`src/rtl/vga_timing_pkg.sv`:
```
// vga_timing_pkg
// Shared timing constants for the 640x480@60 Hz VGA raster generator.
//   - Visible area, porch and sync widths for both axes
//   - Derived line / frame totals
//   - Raster counter width
// Optional build macro used by vga_timing_gen: VGA_TIMING_FRAME_CNT_EN
package vga_timing_pkg;

  localparam int CNT_W = 10;

  localparam int VGA_WIDTH   = 640;
  localparam int VGA_H_FRONT = 16;
  localparam int VGA_H_SYNC  = 96;
  localparam int VGA_H_BACK  = 48;

  localparam int VGA_HEIGHT  = 480;
  localparam int VGA_V_FRONT = 10;
  localparam int VGA_V_SYNC  = 2;
  localparam int VGA_V_BACK  = 33;

  localparam int VGA_H_TOTAL = VGA_WIDTH + VGA_H_FRONT + VGA_H_SYNC + VGA_H_BACK;
  localparam int VGA_V_TOTAL = VGA_HEIGHT + VGA_V_FRONT + VGA_V_SYNC + VGA_V_BACK;

endpackage

```
`src/rtl/vga_axis_counter.sv`:
```
// vga_axis_counter
// Modulo-MAX up counter for one raster axis.
// Ports:
//   i_clk    : clock, rising edge
//   i_rst    : asynchronous active-high reset, clears the count
//   i_en     : advance the count on this edge
//   o_count  : current count, 0..MAX-1
//   o_wrap   : high when enabled and at MAX-1, i.e. this edge wraps to 0
module vga_axis_counter #(
  parameter int MAX = 800,
  parameter int W   = 10
) (
  input  logic         i_clk,
  input  logic         i_rst,
  input  logic         i_en,
  output logic [W-1:0] o_count,
  output logic         o_wrap
);

  localparam logic [W-1:0] L_LAST = W'(MAX - 1);

  logic [W-1:0] r_count;

  assign o_wrap  = i_en && (r_count == L_LAST);
  assign o_count = r_count;

  always_ff @(posedge i_clk or posedge i_rst) begin
    if (i_rst) begin
      r_count <= '0;
    end else if (i_en) begin
      r_count <= o_wrap ? '0 : r_count + 1'b1;
    end
  end

endmodule

```
`src/rtl/vga_timing_gen.sv`:
```
// vga_timing_gen
// VGA raster timing generator (default 640x480@60 Hz from a 25 MHz pixel clock).
// Ports:
//   clk25      : pixel clock, rising edge
//   reset      : asynchronous active-high reset
//   screenEnd  : one-cycle pulse on the first output cycle of line HEIGHT
//   active     : visible region being drawn
//   hSync      : horizontal sync, active low
//   vSync      : vertical sync, active low
//   x, y       : current pixel column / row, 0 outside the visible area
//   frameCount : frames completed, only with VGA_TIMING_FRAME_CNT_EN defined
// All outputs are registered from the pre-increment counter values, so they
// lag the internal (h,v) counters by exactly one clock.
module vga_timing_gen
  import vga_timing_pkg::*;
#(
  parameter int WIDTH   = VGA_WIDTH,
  parameter int HEIGHT  = VGA_HEIGHT,
  parameter int H_FRONT = VGA_H_FRONT,
  parameter int H_SYNC  = VGA_H_SYNC,
  parameter int H_BACK  = VGA_H_BACK,
  parameter int V_FRONT = VGA_V_FRONT,
  parameter int V_SYNC  = VGA_V_SYNC,
  parameter int V_BACK  = VGA_V_BACK
) (
  input  logic        clk25,
  input  logic        reset,
  output logic        screenEnd,
  output logic        active,
  output logic        hSync,
  output logic        vSync,
  output logic [9:0]  x,
  output logic [8:0]  y
`ifdef VGA_TIMING_FRAME_CNT_EN
  ,
  output logic [15:0] frameCount
`endif
);

  localparam int H_TOTAL = WIDTH + H_FRONT + H_SYNC + H_BACK;
  localparam int V_TOTAL = HEIGHT + V_FRONT + V_SYNC + V_BACK;

  localparam logic [CNT_W-1:0] H_ACT_END  = CNT_W'(WIDTH);
  localparam logic [CNT_W-1:0] H_SYNC_BEG = CNT_W'(WIDTH + H_FRONT);
  localparam logic [CNT_W-1:0] H_SYNC_END = CNT_W'(WIDTH + H_FRONT + H_SYNC);
  localparam logic [CNT_W-1:0] V_ACT_END  = CNT_W'(HEIGHT);
  localparam logic [CNT_W-1:0] V_SYNC_BEG = CNT_W'(HEIGHT + V_FRONT);
  localparam logic [CNT_W-1:0] V_SYNC_END = CNT_W'(HEIGHT + V_FRONT + V_SYNC);

  logic [CNT_W-1:0] w_h_p0;
  logic [CNT_W-1:0] w_v_p0;
  logic             w_h_wrap;
  // The frame wrap is implied by the counters themselves; decode does not need it.
  logic             w_v_wrap_unused;

  vga_axis_counter #(.MAX(H_TOTAL), .W(CNT_W)) u_h_cnt (
    .i_clk   (clk25),
    .i_rst   (reset),
    .i_en    (1'b1),
    .o_count (w_h_p0),
    .o_wrap  (w_h_wrap)
  );

  vga_axis_counter #(.MAX(V_TOTAL), .W(CNT_W)) u_v_cnt (
    .i_clk   (clk25),
    .i_rst   (reset),
    .i_en    (w_h_wrap),
    .o_count (w_v_p0),
    .o_wrap  (w_v_wrap_unused)
  );

  // ---- stage p0: decode of the current counter pair ----
  logic       w_h_vis_p0;
  logic       w_v_vis_p0;
  logic       w_active_p0;
  logic       w_hsync_p0;
  logic       w_vsync_p0;
  logic       w_se_p0;
  logic [9:0] w_x_p0;
  logic [8:0] w_y_p0;

  assign w_h_vis_p0  = (w_h_p0 < H_ACT_END);
  assign w_v_vis_p0  = (w_v_p0 < V_ACT_END);
  assign w_active_p0 = w_h_vis_p0 && w_v_vis_p0;
  assign w_hsync_p0  = !((w_h_p0 >= H_SYNC_BEG) && (w_h_p0 < H_SYNC_END));
  assign w_vsync_p0  = !((w_v_p0 >= V_SYNC_BEG) && (w_v_p0 < V_SYNC_END));
  assign w_se_p0     = (w_h_p0 == '0) && (w_v_p0 == V_ACT_END);
  assign w_x_p0      = w_h_vis_p0 ? w_h_p0 : '0;
  assign w_y_p0      = w_v_vis_p0 ? w_v_p0[8:0] : '0;

  // ---- stage p1: registered outputs ----
  logic       r_active_p1;
  logic       r_hsync_p1;
  logic       r_vsync_p1;
  logic       r_se_p1;
  logic [9:0] r_x_p1;
  logic [8:0] r_y_p1;

  always_ff @(posedge clk25 or posedge reset) begin
    if (reset) begin
      r_active_p1 <= 1'b0;
      r_hsync_p1  <= 1'b1;
      r_vsync_p1  <= 1'b1;
      r_se_p1     <= 1'b0;
      r_x_p1      <= '0;
      r_y_p1      <= '0;
    end else begin
      r_active_p1 <= w_active_p0;
      r_hsync_p1  <= w_hsync_p0;
      r_vsync_p1  <= w_vsync_p0;
      r_se_p1     <= w_se_p0;
      r_x_p1      <= w_x_p0;
      r_y_p1      <= w_y_p0;
    end
  end

  assign screenEnd = r_se_p1;
  assign active    = r_active_p1;
  assign hSync     = r_hsync_p1;
  assign vSync     = r_vsync_p1;
  assign x         = r_x_p1;
  assign y         = r_y_p1;

`ifdef VGA_TIMING_FRAME_CNT_EN
  logic [15:0] r_frame_cnt;

  // Counts on the same edge that registers screenEnd high.
  always_ff @(posedge clk25 or posedge reset) begin
    if (reset) begin
      r_frame_cnt <= '0;
    end else if (w_se_p0) begin
      r_frame_cnt <= r_frame_cnt + 16'd1;
    end
  end

  assign frameCount = r_frame_cnt;
`endif

endmodule

```
`config.mk`:
```
export PLATFORM = sky130hd
export DESIGN_NAME = vga_timing_gen
export DESIGN_NICKNAME = d
export VERILOG_FILES = /design/src/rtl/vga_timing_pkg.sv /design/src/rtl/vga_axis_counter.sv /design/src/rtl/vga_timing_gen.sv
export SDC_FILE = /design/constraint.sdc
export NUM_CORES = 1
export LEC_CHECK = 0
export ABC_AREA = 1
export CORE_ASPECT_RATIO = 1.1
export CORE_MARGIN = 5
export CORE_UTILIZATION = 40
export DETAILED_ROUTE_END_ITERATION = 7
export GPL_ROUTABILITY_DRIVEN = 0
export PLACE_DENSITY = 0.66
export SYNTH_ARGS = -nofsm -noshare
export SYNTH_HDL_FRONTEND = slang
export SYNTH_SLANG_ARGS = --single-unit
```
`constraint.sdc`:
```
create_clock -name clk25 -period 1.7 [get_ports clk25]
set_input_delay 0.51 -clock clk25 [delete_from_list [all_inputs] [get_ports clk25]]
set_output_delay 0.51 -clock clk25 [all_outputs]
set_load 0.1 [all_outputs]
```
# Word level (Yosys, flattened, before mapping)
# Index checks and enable logic that the tools add are counted.
# classes
n_addsub	2
magnitude_cmp	6
eq_ne	3
n_mux	4
n_reduce_logical	8
# ops
operator	count
$mux 10	3
$add 10x1->10 const B	2
$eq 10x10->1 const B	2
$lt 10x10->1 const B	2
$lt 10x9->1 const B	2
$eq 10x9->1 const B	1
$ge 10x10->1 const B	1
$ge 10x9->1 const B	1
$logic_not 10->1	1
$mux 9	1
$logic_and 1x1->1	5
$logic_not 1->1	2
# word_totals
register_bits	43
in_bits	2
out_inout_bits	23
word_cells	31

# Logic depth before layout (Yosys ltp)
# logic_depth
ltp_word	3
mapped_depth	9
ltp_nobuf	9

# Modules after synthesis
# Synthesis repeated with hierarchy kept, for this count alone.
# unflattened
cells_unflattened	264
hier_area_um2	2110.8
# modules_own_cells
module	n_inst	cells_per_inst	area_per_inst_um2	seq_area_each_um2
vga_timing_gen	1	96	908.4	578.1
vga_axis_counter (u_v_cnt)	1	93	639.4	250.2
vga_axis_counter (u_h_cnt)	1	75	563.0	250.2

# Worst setup path after synthesis
# No wires, ideal clock.
# synth_timing
kind	reg-to-output
start	register r_active_p1, in the netlist active
end	output active
arrival_ps	883
slack_ps	307
path_stages_with_launch	1
n_path_buf	0
path_cell_list	dfrtp_1
# synth_lines
item	line	source
start: declaration	vga_timing_gen.sv:92	logic r_active_p1;
start signal: assignment	vga_timing_gen.sv:108	r_active_p1 <= w_active_p0;
end: declaration	vga_timing_gen.sv:29	output logic active,
# No word-level cell between the ends.

# Final worst setup path
# layout_timing
start	register u_h_cnt.r_count[0], in the netlist u_h_cnt.o_count[0]
end	register u_v_cnt.r_count[3], in the netlist u_v_cnt.o_count[3]
# layout_via
elab_chain_len	3
# layout_lines
item	line	source
start: declaration	vga_axis_counter.sv:22	logic [W-1:0] r_count;
start signal: assignment	vga_axis_counter.sv:31	r_count <= o_wrap ? '0 : r_count + 1'b1;
$eq 10x10->1 *	vga_axis_counter.sv:24	assign o_wrap = i_en && (r_count == L_LAST);
$logic_and 1x1->1	vga_axis_counter.sv:24	
$mux 10	vga_axis_counter.sv:31	
end signal: assignment	vga_axis_counter.sv:31	
end: declaration	vga_axis_counter.sv:22	
# Every way passes the cells marked *; elsewhere a longest branch is shown, timed or not.
# A chain may end at the register's enable or synchronous reset.

==> results.rst <==
.. list-table::
   :header-rows: 1

   * - Metric
     - Value
   * - Via count of the first global-routing pass
     - 1432
   * - Via density per instance
     - 4.83
   * - Number of instances in the synthesized netlist
     - 219
   * - Maximum capacitance violations
     - 0
   * - Setup-violating endpoint count in the final report
     - 0
   * - Global Route Usage Sum
     - 0.123
   * - Min Tclk post-route
     - 1.55 ns
   * - Number of antenna violations at the first check in global routing
     - 0
   * - Result of the run
     - finished clean
   * - Number of synthesis warnings
     - 0
   * - Remaining antenna violation count after routing
     - 0
   * - Part of the Yosys area used for sequential elements
     - 0.544
   * - Area after DPL
     - 2530 um^2
   * - Share of the clock period used by the worst path
     - 0.912
   * - PortBufs
     - 24
   * - Fraction of post-synthesis cell area in the top cell type by area
     - 0.518
   * - Final cell area excluding filler cells
     - 2630 um^2
   * - Netlist area before placement
     - 1980 um^2
   * - Leakage Power
     - 1.33 nW
   * - Final slew viol count
     - 0
   * - Horizontal die dimension
     - 77.1 um
   * - Arrival time at the worst endpoint
     - 1.77 ns
   * - Highest clock frequency the design can meet
     - 0.645 GHz
   * - Min-Delay Path Class
     - reg -> reg
   * - Total negative setup slack
     - 0 ns
   * - Required time of the critical path
     - 1.92 ns
   * - DIE HEIGHT
     - 83.8 um
   * - Cell count after placement
     - 300
   * - Layout Cells excl Fill
     - 308
   * - Yosys reg bits
     - 43
   * - Post-synthesis to final-layout area growth
     - 32.5%
   * - Number of synthesized flops with an enable pin
     - 0
   * - Hold buffer count at cts
     - 0
   * - Net count after synthesis
     - 225
   * - Post-cts resize count
     - 0
   * - Number of CTS-inserted buffers
     - 5
   * - Number of different library cells in the post-synthesis netlist
     - 25
   * - Pwr/cell area
     - 648 nW/um^2
   * - Cell types occupying the most area after synthesis
     - dfrtp_1 52%, nand2_1 8.3%, inv_1 6.8%
   * - Area of the die
     - 6460 um^2
   * - Critical path endpoint category
     - register
   * - Clock slew seen by the registers of the worst setup and hold paths
     - 0.08 ns
   * - Cell with the most instances after synthesis
     - nand2_1
   * - CORE AREA
     - 4720 um^2
   * - Cell row count
     - 26
   * - Maximum number of pins on one net before global-route repair
     - 44
   * - Buffer count from post-CTS setup fixing
     - 0
   * - Residual overflow from global routing
     - 0
   * - Clk Tree Root Cell
     - clkbuf_8
   * - Highest ir drop seen on vdd
     - 0.309 mV
   * - Most used standard cells in the synthesized netlist
     - 44 x nand2_1, 41 x dfrtp_1, 36 x inv_1
   * - Hold violation total from the final report
     - 0
   * - CTS tree
     - built
   * - Post-Synthesis Mean Instance Area
     - 9.05 um^2
   * - Proportion of layout cells with a drive suffix above 1
     - 0.218
   * - Design Power
     - 1.70 mW
   * - Wire length of the first global-routing pass
     - 6.47 mm
   * - Total routed wirelength
     - 3.62 mm
   * - First-pass DRT Iterations
     - 4
   * - Share of synthesized registers carrying an async set or reset
     - 1.00
   * - Synth Flop Type
     - dfrtp_1
   * - Setup repair after global routing missed its margin
     - false
   * - Drt first-iter violations
     - 54
   * - Number of clock sinks seen by CTS
     - 43
   * - Maximum level of the CTS H-tree
     - 2
   * - Kind of start point of the critical path
     - register
   * - Clock Latency Late Sink
     - 0.29 ns
   * - Initial Util
     - 0.420
   * - Antenna Cells
     - 0
   * - Number of ports placed on the die boundary
     - 25
   * - Final Util
     - 0.557
   * - Maximum number of buffers from clock root to sink
     - 2
   * - Critical path start-end classification
     - reg -> reg
   * - Transition at the pin with the smallest max-transition slack
     - 0.444 ns
   * - Cell taking the most area after synthesis
     - dfrtp_1
   * - Final setup skew
     - 0.00765 ns
   * - Post-route DRC
     - 0
   * - DP HPWL
     - 2.60 mm
   * - Vias
     - 1487
   * - Rel. slew slack
     - 0.704
   * - Critical-path maximum fanout
     - 19
   * - Wirelength per Cell
     - 11.8 um
   * - Post-layout nets
     - 257
-- critical path, stage by stage (launching register included) --
cell and delay [ns]:
dfrtp_1 0.41, ha_1 0.21, nand2_2 0.08, nor2_4 0.14, nand3_4 0.10, nor2_8 0.29, nand4_1 0.16, o21ai_2 0.08
-- power by group --
group / switching, mW / internal, mW
Clock: 0.326 / 0.328
Sequential: 0 / 1.02
Combinational: 0.0198 / 0.00696
-- per-stage QoR --
stage                     worst slack [ns]  hold WS (ns)
after floorplan                      0.191         0.478
after global placement               0.205         0.494
after detailed placement             0.173         0.495
after CTS                            0.137         0.513
after global routing               0.00156         0.534
final                                0.150         0.504
-- worst paths after layout --
path                                         startpoint                             end  slack [ns]  depth (start not counted)
max                        u_h_cnt.o_count[0]$_DFF_PP0_  u_v_cnt.o_count[3]$_DFFE_PP0N_        0.15                          7
min                        u_h_cnt.o_count[9]$_DFF_PP0_                  x[7]$_DFF_PP0_        0.50                          1
max reg2reg                u_h_cnt.o_count[0]$_DFF_PP0_  u_v_cnt.o_count[3]$_DFFE_PP0N_        0.15                          7
min reg2reg                u_h_cnt.o_count[9]$_DFF_PP0_                  x[7]$_DFF_PP0_        0.50                          1
max in group asynchronous                         reset                 hSync$_DFF_PP1_        0.86                          3
min in group asynchronous                         reset             screenEnd$_DFF_PP0_        0.58                          3
-- registers in the layout (all words and copies together), names as in the netlist --
signal and cells:
screenEnd 1, active 1, vSync 1, y 9
u_v_cnt.o_count 10, x 10, u_h_cnt.o_count 10, hSync 1
-- cells in the final DEF (no fill, tap or decap), types with 6 or more instances in the layout --
master	n
clkbuf_8	6
xor2_1	6
nand3_1	11
nor2_1	31
dfrtp_1	41
o21ai_0	6
buf_12	24
inv_1	36
o21ai_2	8
nand2_1	44
nand4_1	8
-- logic make-up after synthesis --
kind of cell,count (synthesis),share of synthesized area
xor gates and xnor gates,6,0.0265
adders and majority gates,4,0.0253
buffers and inverters,40,0.0814
AOI/OAI and AO/OA,16,0.0556
and+or+nand+nor,110,0.267
DFF,43,0.544
-- per-layer routing --
| metal | track usage | part of all wire | wire (um) |
|---|---|---|---|
| met3 | 0.0324 | 0.044 | 160 |
| met1 | 0.156 | 0.46 | 1680 |
| met5 | 0 | 0 | 0 |
| met2 | 0.194 | 0.47 | 1700 |
| met4 | 0.0563 | 0.022 | 78 |
-- cell type report --
| class | count | area (um^2) |
|---|---|---|
| well taps | 56 | 70.1 |
| clock buffers | 7 | 86.3 |
| clock inverters | 1 | 5.00 |
| repair buffers | 26 | 498 |
| inverters | 39 | 146 |
| multi-input cells | 136 | 742 |
| flip-flops and latches | 43 | 1080 |
| fillers | 393 | 2090 |
No activity file was read; power rests on OpenSTA's default activity.
